===== src/rtl/cordic_sequencer.sv =====
// Round-robin sequencer sharing one iterative CORDIC core between two phase channels.
// Optional WAIT watchdog is built when CORDIC_SEQ_TIMEOUT_EN is defined.
module cordic_sequencer #(
  parameter int PHASE_WIDTH    = 13,
  parameter int DATA_WIDTH     = 16,
  parameter int TIMEOUT_CYCLES = 64
) (
  input  logic                      clk,
  input  logic                      rst,
  input  logic [1:0]                req_valid,
  output logic [1:0]                req_ready,
  input  logic [2*PHASE_WIDTH-1:0]  req_phase,
  input  logic [3:0]                req_quadrant,
  output logic                      core_start,
  output logic [PHASE_WIDTH-1:0]    core_phase,
  input  logic                      core_done,
  input  logic [DATA_WIDTH-1:0]     core_cos,
  input  logic [DATA_WIDTH-1:0]     core_sin,
  output logic [1:0]                rsp_valid,
  input  logic [1:0]                rsp_ready,
  output logic [2*DATA_WIDTH-1:0]   rsp_cos,
  output logic [2*DATA_WIDTH-1:0]   rsp_sin,
  output logic                      core_timeout
);

  typedef enum logic [1:0] {IDLE, ISSUE, WAIT} state_t;

  localparam logic [DATA_WIDTH-1:0] MOST_NEG = {1'b1, {(DATA_WIDTH-1){1'b0}}};
  localparam logic [DATA_WIDTH-1:0] MOST_POS = {1'b0, {(DATA_WIDTH-1){1'b1}}};

  state_t                state_reg, state_next;
  logic                  ptr_reg;
  logic                  ch_reg;
  logic [1:0]            quad_reg;
  logic [1:0]            eligible;
  logic                  grant;
  logic                  grant_ch;
  logic                  done_take;
  logic                  expire;
  logic                  write;
  logic [DATA_WIDTH-1:0] fold_cos, fold_sin;

  function automatic logic [DATA_WIDTH-1:0] neg_sat(input logic [DATA_WIDTH-1:0] x);
    return (x == MOST_NEG) ? MOST_POS : ((~x) + DATA_WIDTH'(1));
  endfunction

  // A channel with an unconsumed result may not start another job.
  assign eligible = req_valid & ~rsp_valid;

  always_comb begin
    grant_ch = eligible[1];
    if (eligible == 2'b11) grant_ch = ptr_reg;
  end

  assign grant     = (state_reg == IDLE) && (eligible != 2'b00);
  assign req_ready = grant ? (grant_ch ? 2'b10 : 2'b01) : 2'b00;
  assign done_take = (state_reg == WAIT) && core_done;
  assign write     = done_take || expire;

`ifdef CORDIC_SEQ_TIMEOUT_EN
  localparam int CW = $clog2(TIMEOUT_CYCLES + 1);

  logic [CW-1:0] wait_cnt_reg;
  logic          timeout_reg;

  // core_done in the expiry cycle takes priority over the watchdog.
  assign expire = (state_reg == WAIT) && !core_done &&
                  (wait_cnt_reg == CW'(TIMEOUT_CYCLES - 1));

  always_ff @(posedge clk or posedge rst) begin
    if (rst) begin
      wait_cnt_reg <= '0;
      timeout_reg  <= 1'b0;
    end else begin
      if (state_reg == WAIT) wait_cnt_reg <= wait_cnt_reg + CW'(1);
      else                   wait_cnt_reg <= '0;
      if (expire) timeout_reg <= 1'b1;
    end
  end

  assign core_timeout = timeout_reg;
`else
  assign expire = 1'b0;
  // Watchdog not built; the limit parameter has no effect and the flag stays low.
  assign core_timeout = (TIMEOUT_CYCLES < 0);
`endif

  always_comb begin
    state_next = state_reg;
    core_start = 1'b0;
    case (state_reg)
      IDLE:    if (grant) state_next = ISSUE;
      ISSUE: begin
        core_start = 1'b1;
        state_next = WAIT;
      end
      WAIT:    if (write) state_next = IDLE;
      default: state_next = IDLE;
    endcase
  end

  // Quadrants II/III negate cos, III/IV negate sin; a watchdog expiry writes zeros.
  always_comb begin
    fold_cos = (quad_reg[0] ^ quad_reg[1]) ? neg_sat(core_cos) : core_cos;
    fold_sin = quad_reg[1] ? neg_sat(core_sin) : core_sin;
    if (!done_take) begin
      fold_cos = '0;
      fold_sin = '0;
    end
  end

  always_ff @(posedge clk or posedge rst) begin
    if (rst) begin
      state_reg  <= IDLE;
      ptr_reg    <= 1'b0;
      ch_reg     <= 1'b0;
      quad_reg   <= 2'b00;
      core_phase <= '0;
    end else begin
      state_reg <= state_next;
      if (grant) begin
        ptr_reg    <= ~grant_ch;
        ch_reg     <= grant_ch;
        quad_reg   <= grant_ch ? req_quadrant[3:2] : req_quadrant[1:0];
        core_phase <= grant_ch ? req_phase[2*PHASE_WIDTH-1:PHASE_WIDTH]
                               : req_phase[PHASE_WIDTH-1:0];
      end
    end
  end

  for (genvar gi = 0; gi < 2; gi++) begin : g_ch
    logic [DATA_WIDTH-1:0] cos_reg, sin_reg;
    logic                  valid_reg;

    always_ff @(posedge clk or posedge rst) begin
      if (rst) begin
        cos_reg   <= '0;
        sin_reg   <= '0;
        valid_reg <= 1'b0;
      end else if (write && (ch_reg == 1'(gi))) begin
        cos_reg   <= fold_cos;
        sin_reg   <= fold_sin;
        valid_reg <= 1'b1;
      end else if (valid_reg && rsp_ready[gi]) begin
        valid_reg <= 1'b0;
      end
    end

    assign rsp_cos[gi*DATA_WIDTH +: DATA_WIDTH] = cos_reg;
    assign rsp_sin[gi*DATA_WIDTH +: DATA_WIDTH] = sin_reg;
    assign rsp_valid[gi]                        = valid_reg;
  end

endmodule


===== config.mk =====
export PLATFORM = sky130hd
export DESIGN_NAME = cordic_sequencer
export DESIGN_NICKNAME = d
export VERILOG_FILES = /design/src/rtl/cordic_sequencer.sv
export SDC_FILE = /design/constraint.sdc
export NUM_CORES = 1
export LEC_CHECK = 0
export ABC_AREA = 1
export BUFFER_PORTS_ARGS = -buffer_cell sky130_fd_sc_hd__buf_2
export CAP_MARGIN = 20
export CORE_MARGIN = 3
export CORE_UTILIZATION = 35
export CTS_CLUSTER_SIZE = 40
export DETAILED_ROUTE_END_ITERATION = 6
export SETUP_SLACK_MARGIN = 0.05
export SLEW_MARGIN = 20
export SYNTH_ARGS = -nofsm -noshare
export SYNTH_HDL_FRONTEND = slang
export SYNTH_SLANG_ARGS = --single-unit

===== constraint.sdc =====
create_clock -name clk -period 3.5 [get_ports clk]
set_clock_uncertainty 0.05 [all_clocks]
set_input_delay 0.35 -clock clk [delete_from_list [all_inputs] [get_ports clk]]
set_output_delay 0.35 -clock clk [all_outputs]
set_load 0.02 [all_outputs]

======== After elaboration in Yosys (flattened, before gate mapping) ========
Index checks and enable logic that the tools add are counted.
cells by class
  add/sub/neg operators ................... 2
  equality and inequality tests ........... 7
  multiplexer cells ....................... 19
  bitwise operators ....................... 7
  reductions and logical operators ........ 11
operators with widths
  operator               count
  $mux 16                6
  $add 16x1->16 const B  2
  $eq 16x16->1 const B   2
  $not 16->16            2
  $mux 13                1
  $mux 2                 5
  $logic_and 1x1->1      6
  $mux 1                 6
  $pmux 2 s3             1
  $reduce_bool 2->1      3
  $eq 2x2->1 const B     2
  $ne 2x2->1 const B     2
  $and 2x2->2            1
  $eq 2x1->1 const B     1
  $logic_not 2->1        1
  $not 1->1              2
  $not 2->2              1
  $reduce_and 2->1       1
  $xor 1x1->1            1
word-level totals
  flip-flop bits (word level) ............. 85
  input bits .............................. 69
  output and inout bits ................... 83
  logic and storage cells ................. 57

======== Longest topological paths before layout ========
Gate-level depths: netlist of run 1.
  depth in word-level cells ............... 6
  gate-level depth with buffers ........... 11
  mapped depth without buffers ............ 10

======== Worst setup path before layout of run 1 ========
No wires, ideal clock.
  path type ............................... input -> register
  start point ............................. input port core_sin[0]
  end point ............................... register g_ch[1].sin_reg[8]
  setup time .............................. 0.116 ns
  arrival time ............................ 1.338 ns
  path slack .............................. 1.995 ns
  stages .................................. 8
  cells stage by stage .................... inv_1 ha_1 nand3_2 o21ai_0 or2_2 nand3_1 nand2_1 nand2_1
on the way
  longest elaborated chain between the ends .. 5
  elaborated cells between the ends (all ways) .. 6
ends and longest elaborated chain
  item                  RTL line  text
  from (decl)           18        input logic [DATA_WIDTH-1:0] core_sin,
  $not 16->16           44        return (x == MOST_NEG) ? MOST_POS : ((~x) + DATA_WIDTH'(1));
  $add 16x1->16         44
  $mux 16 *             44
  $mux 16 *             105       fold_sin = quad_reg[1] ? neg_sat(core_sin) : core_sin;
  $mux 16 *             106       if (!done_take) begin
  to (signal assigned)  142       sin_reg <= fold_sin;
  to (decl)             132       logic [DATA_WIDTH-1:0] cos_reg, sin_reg;
Mark *: on every way between the ends. The rest lies on a longest branch, timed or not.
A chain may end at the register's enable or synchronous reset.

======== Worst setup path after layout of run 1 ========
  start point ............................. register quad_reg[1]
  end point ............................... register g_ch[1].cos_reg[1]
on the way
  longest elaborated chain between the ends .. 3
ends and longest elaborated chain
  item                    RTL line  text
  from (decl)             34        logic [1:0] quad_reg;
  from (signal assigned)  124       quad_reg <= grant_ch ? req_quadrant[3:2] : req_quadrant[1:0];
  $xor 1x1->1             104       fold_cos = (quad_reg[0] ^ quad_reg[1]) ? neg_sat(core_cos) : core_cos;
  $mux 16                 104
  $mux 16                 106
  to (signal assigned)    141       cos_reg <= fold_cos;
  to (decl)               132
Every way passes these cells.

==> results.sh, run 1 <==
export IMPL_worstPathMaxFanout=21
export IMPL_fp_dieW_um=121
export IMPL_nets=817
export IMPL_synthToLayoutAreaGrowth_pct=22.5
export IMPL_crit_required_ns=3.73
export IMPL_drt_pass1_iter_count=4
export IMPL_async_reset_ff_share_pct=100
export IMPL_r2r_slack_ns=1.26
export IMPL_clk_latency_ns=0.34
export IMPL_holdWs_ns=0.122
export IMPL_htreeDepth=3
export IMPL_wl_per_cell_um=13.5
export IMPL_critPathCaptureType="flop"
export IMPL_synth_nets=677
export IMPL_internal_power_w=0.00281
export IMPL_cts_tree="yes"
export IMPL_cts_buffers=9
export IMPL_synth_top_cell_area_share_pct=46.3
export IMPL_cts_root_buffer="clkbuf_16"
export IMPL_setup_violations=0
export IMPL_yosys_warnings=0
export IMPL_hold_class="primary input to flop"
export IMPL_netlist_area_um2=4590
export IMPL_critical_path_class="flop to flop"
export IMPL_postCtsHoldBufs=0
export IMPL_timing_final_crit_share_pct=64.0
export IMPL_start_kind="flop"
export IMPL_timing_final_max_slew_violations=0
export IMPL_vias=4300
export IMPL_slew_headroom_pct=47.4
export IMPL_yosys_cell_types_count=36
export IMPL_rows=41
export IMPL_post_cts_buffers=0
export IMPL_min_period_ns=2.24
export IMPL_drc=0
export IMPL_grt_pass1_vias=4168
export IMPL_outcome="complete, no violations"
export IMPL_p_comb_share_pct=46.8
export IMPL_pwr_density_cell_nw_per_um2=896
export IMPL_num_antenna_cells=0
export IMPL_hold_violations=0
export IMPL_core_um2=12700
export IMPL_timing_critical_path_mode_cell="nand2_1"
export IMPL_power_frac_clock_pct=19.0
export IMPL_syn_mean_instance_area_um2=7.57
export IMPL_fmax_mhz=447
export IMPL_synth_seq_cells=85
export IMPL_cts_resized_gates=0
export IMPL_seqPwrFrac_pct=34.2
export IMPL_leakagePower_nw=3.15
export IMPL_netSwitchingFraction_pct=44.2
export IMPL_antenna_left=0
export IMPL_synthTopCellsByArea="dfrtp_1 (46%), nand2_1 (24%), nand3_1 (5.1%), nor2_1 (3.3%), inv_1 (3.1%)"
export IMPL_start_util_pct=36.1
export IMPL_via_per_inst=4.66
export IMPL_cp_num_buf_inv=1
export IMPL_cts_sinks=85
export IMPL_clkTransAtPathRegs_ns=0.06
export IMPL_worstMarginPinSlew_ns=0.789
export IMPL_grt_max_degree=86
export IMPL_grt_pass1_wl_mm=20.8
export IMPL_grt_ovfl_total=0
export IMPL_drt_iter0_markers=177
export IMPL_die_h_um=121
export IMPL_crit_path_top_delay_cell="dfrtp_1"
export IMPL_rsz0062_at_grt="no"
export IMPL_clk_path_buf_depth=2
export IMPL_synthTopCellsByCount="nand2_1 (291), dfrtp_1 (85), nand3_1 (47), nor2_1 (40), inv_1 (38)"
export IMPL_antenna_found_initial=0
export IMPL_switching_power_w=0.00223
export IMPL_drive_gt1_share_pct=26.7
export IMPL_grt_util_all_layers_pct=18.0
export IMPL_yosysMostFrequentCell="nand2_1"
export IMPL_ir_worst_vdd_v=0.000380
export IMPL_synth_edf_count=0
export IMPL_synth_top_area_cell="dfrtp_1"
export IMPL_ys_flop_type="dfrtp_1"
export IMPL_routed_wl_mm=12.5
export IMPL_dpl_cell_area_um2=5330
export IMPL_max_stage_delay_ns=0.76
export IMPL_finalWeightedCongestion=0.864
export IMPL_fin_area_um2=5620
export IMPL_maxCapViolations=0
export IMPL_dp_hpwl_mm=9.11
export IMPL_worstPathCellList="inv_2 > nand2_1 > nand2_1 > nor2_1 > nand3_2 > o211ai_1 > nand2_1 > nand2_1"
export IMPL_fillCellCount=1339
export IMPL_synth_cells=606
export IMPL_critPathTopFamily="simple AND/OR/NAND/NOR gates"
export IMPL_seq_area_frac_synth_pct=46.3
export IMPL_ioPinCount=152
export IMPL_portBuffers=150
export IMPL_tns_ns=0
export IMPL_crit_arrival_ns=2.47
export IMPL_die_area_um2=14500
cell usage in the layout (no fill, tap or decap), types with 3 or more instances in the layout:
master,instances
nand2_1,291
buf_2,150
clkbuf_16,9
o21ai_2,3
o211ai_1,3
nand3_1,47
nor2_1,40
dfrtp_1,85
clkbuf_1,3
inv_2,11
nor3_1,3
nand3b_1,3
o21ai_0,13
nand3_2,8
nor2_4,3
nand4_1,4
a31oi_1,7
xor2_1,5
inv_1,37
metal layers:
metal | global-route usage, % | routed length, um
met5 | 0 | 0
met4 | 6.44 | 202
met3 | 3.93 | 713
met2 | 28.6 | 5750
met1 | 24.1 | 5800
cell families (layout without fill, tap and decap cells):
kind of cell,Yosys count,after routing,share of synthesized area [%]
AOI/OAI and AO/OA,30,30,4.17
xor gates and xnor gates,6,6,1.15
adders and majority gates,2,2,0.545
buffers and inverters,73,217,9.54
DFF,85,85,46.3
other,1,1,0.0817
and+or+nand+nor,409,409,38.2
area by class of cell:
class	instances	area, um2	area share (%)
clock buffer	14	264	4.70
clock inverter	1	30.0	0.534
inverter	49	185	3.29
multi-input combinational	448	2020	36.0
sequential	85	2130	37.8
tap	172	215	3.83
timing repair buffer	153	777	13.8
power groups by stage:
stage                     logic (W)  registers, W  clock network (W)
after global placement      0.00237       0.00172                  0
after detailed placement    0.00239       0.00174                  0
after floorplan             0.00125       0.00219                  0
after global routing        0.00265       0.00178            0.00102
after CTS                   0.00239       0.00173           0.000982
final                       0.00236       0.00172           0.000958
per-stage QoR:
step / total power, W / instances / utilization [%] / setup slack, ns
global route: 0.00545 / 922 / 44.2 / 0.978
CTS: 0.00510 / 922 / 44.2 / 1.22
finish: 0.00504 / 922 / 44.2 / 1.26
detailed placement: 0.00412 / 907 / 41.9 / 1.24
floorplan: 0.00344 / 606 / - / 0.907
global placement: 0.00409 / 907 / 41.9 / 1.33
path summary, 6_finish.rpt:
path,startpoint,to,cells past startpoint
max in group asynchronous,rst,g_ch[0].sin_reg[8]$_DFFE_PP0P_,3
worst min register to register,g_ch[0].cos_reg[7]$_DFFE_PP0P_,g_ch[0].cos_reg[7]$_DFFE_PP0P_,2
min in group asynchronous,rst,g_ch[1].cos_reg[12]$_DFFE_PP0P_,3
worst max-delay path,quad_reg[1]$_DFFE_PP0N_,g_ch[1].cos_reg[1]$_DFFE_PP0P_,8
worst min-delay path,rsp_ready[1],g_ch[1].valid_reg$_DFFE_PP0P_,2
worst max register to register,quad_reg[1]$_DFFE_PP0N_,g_ch[1].cos_reg[1]$_DFFE_PP0P_,8
Note: power is estimated with default switching activity, not from simulation.
==> run 2, diff against run 1 <==
ABC_AREA = 0   (was 1)
clock period = 1.95 ns   (was 3.5 ns; I/O delays follow)
==> results.sh, run 2 <==
export IMPL_drc=0
export IMPL_maxCapViolations=0
export IMPL_dpl_cell_area_um2=5170
export IMPL_routed_wl_mm=11.6
export IMPL_grt_pass1_wl_mm=19.2
export IMPL_ys_flop_type="dfrtp_1"
export IMPL_synth_top_cell_area_share_pct=52.1
export IMPL_synth_seq_cells=85
export IMPL_synth_nets=487
export IMPL_worstPathMaxFanout=6
export IMPL_grt_ovfl_total=0
export IMPL_antenna_left=0
export IMPL_synth_edf_count=0
export IMPL_fmax_mhz=556
export IMPL_yosys_warnings=0
export IMPL_nets=661
export IMPL_outcome="complete, no violations"
export IMPL_critical_path_class="flop to primary output"
export IMPL_drt_iter0_markers=146
export IMPL_grt_pass1_vias=3821
export IMPL_fin_area_um2=5570
export IMPL_synthTopCellsByCount="dfrtp_1 (85), nor2_1 (45), a21oi_1 (36), nand2_1 (35), o21ai_0 (30)"
export IMPL_seq_area_frac_synth_pct=52.1
export IMPL_worstMarginPinSlew_ns=0.604
export IMPL_clkTransAtPathRegs_ns=0.06
export IMPL_vias=3734
export IMPL_clk_path_buf_depth=2
export IMPL_r2r_start="quad_reg[0]$_DFFE_PP0N_"
export IMPL_hp_start="rsp_ready[1]"
export IMPL_slew_headroom_pct=59.7
export IMPL_ioPinCount=152
export IMPL_hold_class="primary input to flop"
export IMPL_drt_pass1_iter_count=4
export IMPL_cts_tree="yes"
export IMPL_num_antenna_cells=0
export IMPL_start_kind="flop"
export IMPL_leakagePower_nw=2.70
export IMPL_clk_latency_ns=0.33
export IMPL_mostFrequentLayoutCells="buf_2 (149), dfrtp_1 (85), nor2_1 (44)"
export IMPL_ir_worst_vdd_v=0.000746
export IMPL_die_area_um2=13000
export IMPL_timing_critical_path_from="g_ch[0].valid_reg$_DFFE_PP0P_"
export IMPL_yosys_cell_types_count=49
export IMPL_fin_util_pct=50.0
export IMPL_min_period_ns=1.80
export IMPL_cts_root_buffer="clkbuf_16"
export IMPL_antenna_found_initial=0
export IMPL_yosysMostFrequentCell="dfrtp_1"
export IMPL_grt_max_degree=32
export IMPL_critPathCaptureType="primary output"
export IMPL_via_per_inst=5.08
export IMPL_pwr_density_cell_nw_per_um2=1690
export IMPL_setup_violations=0
export IMPL_cts_buffers=9
export IMPL_synthToLayoutAreaGrowth_pct=36.3
export IMPL_fp_dieW_um=114
export IMPL_portBuffers=150
export IMPL_synth_top_area_cell="dfrtp_1"
export IMPL_timing_final_max_slew_violations=0
export IMPL_crit_required_ns=1.70
export IMPL_synthTopCellsByArea="dfrtp_1 (52%), a21oi_1 (4.4%), nor2_1 (4.1%), a221o_1 (3.7%), o21ai_0 (3.7%)"
export IMPL_start_util_pct=36.7
export IMPL_rows=38
export IMPL_finalWeightedCongestion=0.841
export IMPL_htreeDepth=3
export IMPL_wl_per_cell_um=15.7
export IMPL_core_um2=11100
export IMPL_grt_util_all_layers_pct=18.3
export IMPL_async_reset_ff_share_pct=100
export IMPL_final_common_cell="buf_2"
export IMPL_syn_mean_instance_area_um2=9.82
export IMPL_die_h_um=114
export IMPL_timing_final_crit_share_pct=92.2
export IMPL_rsz0062_at_grt="no"
export IMPL_netlist_area_um2=4080
export IMPL_fillCellCount=1088
export IMPL_crit_arrival_ns=1.55
export IMPL_dp_hpwl_mm=8.58
export IMPL_drive_gt1_share_pct=38.3
export IMPL_hold_violations=0
export IMPL_cts_sinks=85
export IMPL_synth_cells=416
run 2: cell types whose count changed in the layout (fill, tap and decap cells not counted), sizes merged, moves of 7 or more:
| cell | before | now |
|---|---|---|
| nand2 | 291 | 35 |
| a21oi | 1 | 40 |
| xor2 | 5 | 12 |
| inv | 48 | 12 |
| o31ai | 0 | 11 |
| nand3 | 56 | 1 |
| a211oi | 0 | 7 |
| o21ai | 18 | 32 |
| and2 | 0 | 17 |
| buf | 153 | 189 |
| xnor2 | 1 | 10 |
| a221o | 0 | 15 |
run 2: metal layers:
layer	vias up	wire length, um	GRT usage (%)
met2	134	5360	28.8
met3	8	891	5.57
met1	1770	5220	25.0
met5	-	0	0
li1	1822	-	-
met4	0	81	4.12
run 2: critical path, cell delays in order (launching register included):
cell	delay, ns
dfrtp_1	0.39
nand2b_1	0.15
o21ai_1	0.24
nor2b_4	0.27
buf_4	0.17
run 2: logic make-up (layout without fill, tap and decap cells):
group / Yosys count / count (layout) / synth area share, %
muxes: 1 / 1 / 0.245
xor gates and xnor gates: 22 / 22 / 4.72
and+or+nand+nor: 134 / 134 / 16.5
adders and majority gates: 2 / 2 / 0.613
DFF: 85 / 85 / 52.1
buffers and inverters: 40 / 219 / 4.11
other: 1 / 1 / 0.0918
AOI/OAI and AO/OA: 131 / 131 / 21.7
run 2: final cells by class:
| class | count | area, um2 | share of cell area [%] |
|---|---|---|---|
| Sequential cell | 85 | 2130 | 38.2 |
| Clock buffer | 12 | 256 | 4.61 |
| Timing Repair Buffer | 190 | 1100 | 19.7 |
| Multi-Input combinational cell | 291 | 1840 | 33.0 |
| Clock inverter | 4 | 22.5 | 0.404 |
| Inverter | 13 | 52.6 | 0.944 |
| Tap cell | 140 | 175 | 3.15 |
run 2: per-stage QoR:
step                setup WS [ns]  cells  setup TNS [ns]  total power (W)  hold slack, ns
global placement           -0.107    712          -0.405          0.00762           0.250
floorplan                   0.112    416               0          0.00608           0.241
CTS                        0.0382    729               0          0.00940         0.00449
global route               0.0558    735               0           0.0101          0.0262
finish                      0.151    735               0          0.00941         0.00855
detailed placement         -0.183    712           -1.38          0.00772           0.254
run 2: final timing paths:
kind                                                        end  slack (ns)  cells past startpoint
worst max-delay path                               req_ready[0]        0.15                      4
worst min-delay path              g_ch[1].valid_reg$_DFFE_PP0P_       0.009                      2
worst max register to register   g_ch[1].cos_reg[5]$_DFFE_PP0P_        0.24                      6
worst min register to register  g_ch[1].cos_reg[12]$_DFFE_PP0P_        0.42                      2
max in group asynchronous        g_ch[1].cos_reg[9]$_DFFE_PP0P_        0.86                      4
min in group asynchronous         g_ch[1].valid_reg$_DFFE_PP0P_        0.44                      3
run 2: where the power goes:
group          switching (W)  internal [W]  leakage (nW)  total, W
clock network       0.000694      0.000927         0.138   0.00162
logic                0.00287       0.00185          1.53   0.00473
registers           0.000450       0.00261          1.03   0.00306
run 2: repair_timing:
| action | CTS | global route |
|---|---|---|
| endpoints found under the setup margin | 23 | 20 |
| pin swaps | 1 | 2 |
| gates resized for setup | 6 | 7 |
| endpoints found under the hold margin | 23 | 0 |
| setup buffers | 0 | 6 |
| hold buffers | 1 | 0 |
==> run 3, diff against run 2 <==
CTS_BUF_LIST = sky130_fd_sc_hd__clkbuf_8   (was not set)
GPL_ROUTABILITY_DRIVEN = 0   (was not set)
==> results.sh, run 3 (same netlist as run 2, synthesis figures left out) <==
export IMPL_wl_met3_um=892
export IMPL_routed_wl_mm=11.7
export IMPL_drt_iter0_markers=159
export IMPL_grt_pass1_vias=3899
export IMPL_vias=3771
export IMPL_die_h_um=114
export IMPL_cts_tree="yes"
export IMPL_met1_length_mm=5.22
export IMPL_fmax_mhz=572
export IMPL_synthToLayoutAreaGrowth_pct=35.0
export IMPL_htreeDepth=3
export IMPL_p_total_w=0.00893
export IMPL_cts_buffers=9
export IMPL_crit_required_ns=1.70
export IMPL_via_per_inst=5.10
export IMPL_rsz0062_at_grt="no"
export IMPL_mostFrequentLayoutCells="buf_2 (149), dfrtp_1 (85), nor2_1 (44)"
export IMPL_outcome="complete, no violations"
export IMPL_wl_per_cell_um=15.8
export IMPL_fillCellCount=1099
export IMPL_worst_hold_path_num_cells=2
export IMPL_hold_class="primary input to flop"
export IMPL_critical_path_class="flop to primary output"
export IMPL_crit_arrival_ns=1.50
export IMPL_clkTransAtPathRegs_ns=0.08
export IMPL_wl_met2_mm=5.43
export IMPL_grt_util_all_layers_pct=18.7
export IMPL_timing_final_max_slew_violations=0
export IMPL_nets=665
export IMPL_antenna_left=0
export IMPL_drc=0
export IMPL_clk_path_buf_depth=2
export IMPL_hp_start="req_phase[12]"
export IMPL_antenna_found_initial=0
export IMPL_holdWs_ns=0.0187
export IMPL_min_period_ns=1.75
export IMPL_grt_pass1_wl_mm=19.5
export IMPL_clk_latency_ns=0.35
export IMPL_grt_ovfl_total=0
export IMPL_core_um2=11100
export IMPL_pwr_density_cell_nw_per_um2=1620
export IMPL_leakagePower_nw=2.67
export IMPL_max_stage_delay_ns=0.40
export IMPL_start_util_pct=36.7
export IMPL_fp_dieW_um=114
export IMPL_portBuffers=150
export IMPL_timing_final_crit_share_pct=89.7
export IMPL_die_area_um2=13000
export IMPL_num_antenna_cells=0
export IMPL_final_common_cell="buf_2"
export IMPL_critPathCaptureType="primary output"
export IMPL_drt_pass1_iter_count=4
export IMPL_ioPinCount=152
export IMPL_hold_end="core_phase[12]$_DFFE_PP0N_"
export IMPL_worstMarginPinSlew_ns=0.608
export IMPL_cts_root_buffer="clkbuf_8"
export IMPL_dp_hpwl_mm=8.58
export IMPL_ir_worst_vdd_v=0.000745
export IMPL_maxCapViolations=0
export IMPL_top_layer="met4"
export IMPL_slew_headroom_pct=59.4
export IMPL_worstPathCellList="nand2b_1 > o21ai_1 > nor2b_4 > buf_4"
export IMPL_worstPathMaxFanout=3
export IMPL_crit_path_top_delay_cell="dfrtp_1"
export IMPL_worstRegToRegCells=6
export IMPL_cts_sinks=85
export IMPL_setup_violations=0
export IMPL_rows=38
export IMPL_timing_rr_end="g_ch[1].cos_reg[5]$_DFFE_PP0P_"
export IMPL_start_kind="flop"
export IMPL_r2r_slack_ns=0.23
export IMPL_r2r_start="quad_reg[0]$_DFFE_PP0N_"
export IMPL_grt_max_degree=32
export IMPL_drive_gt1_share_pct=37.6
export IMPL_hold_violations=0
-- run 3: changes by cell type in the layout (fill, tap and decap cells not counted), sizes merged --
cell	before	now
buf	189	186
clkbuf	12	11
dlygate4sd3	1	8
inv	12	13
-- run 3: report_power, final --
group | switching [W] | internal [W]
Sequential | 0.000453 | 0.00260
Clock | 0.000641 | 0.000522
Combinational | 0.00287 | 0.00185
-- run 3: worst max-delay path by stage --
stage                                       start                             end  cells past startpoint  slack, ns
floorplan           g_ch[1].valid_reg$_DFFE_PP0P_       core_phase[0]$_DFFE_PP0N_                      6       0.11
global placement    g_ch[1].valid_reg$_DFFE_PP0P_                    req_ready[1]                      4      -0.11
detailed placement  g_ch[1].valid_reg$_DFFE_PP0P_                    req_ready[1]                      4      -0.18
CTS                      state_reg[0]$_DFFE_PP0P_  g_ch[1].sin_reg[6]$_DFFE_PP0P_                      5       0.09
global route              quad_reg[0]$_DFFE_PP0N_  g_ch[1].cos_reg[4]$_DFFE_PP0P_                      6       0.06
finish              g_ch[0].valid_reg$_DFFE_PP0P_                    req_ready[0]                      4       0.20
-- run 3: final cells by class --
| type | count | area [um2] | area share [%] |
|---|---|---|---|
| Sequential cell | 85 | 2130 | 38.6 |
| Multi-Input combinational cell | 291 | 1840 | 33.3 |
| Tap cell | 140 | 175 | 3.18 |
| Inverter | 13 | 52.6 | 0.953 |
| Timing Repair Buffer | 194 | 1140 | 20.8 |
| Clock buffer | 11 | 151 | 2.75 |
| Clock inverter | 5 | 26.3 | 0.477 |
-- run 3: repair_timing --
item / 4_1_cts / 5_1_grt
hold buffers: 8 / 0
endpoints found under the setup margin: 25 / 33
hold endpoints to repair: 29 / 0
pin swaps: 1 / 1
resized for setup: 7 / 6
buffers inserted: 2 / 1
-- run 3: stage by stage --
step           setup WS (ns)  util (%)  TNS [ns]  cell area [um2]  instances
2_1_floorplan          0.112         -         0             4090        416
3_3_place_gp          -0.107      46.4    -0.405             5170        712
3_5_place_dp          -0.183      46.4     -1.38             5170        712
4_1_cts               0.0928      49.1         0             5460        738
5_1_grt               0.0646      49.6         0             5510        739
6_report               0.201      49.6         0             5510        739
-- run 3: routing by layer --
layer / up-vias / global-route usage (%)
met5: - / 0
met4: 0 / 6.10
met3: 12 / 4.51
met2: 141 / 29.9
met1: 1792 / 25.1
li1: 1826 / -
-- run 3: critical path, delay by kind of cell, from the launching register on --
| kind | cells | cell delay [ns] |
|---|---|---|
| compound gates | 1 | 0.24 |
| buf+inv | 1 | 0.15 |
| flops | 1 | 0.40 |
| simple gates | 2 | 0.37 |
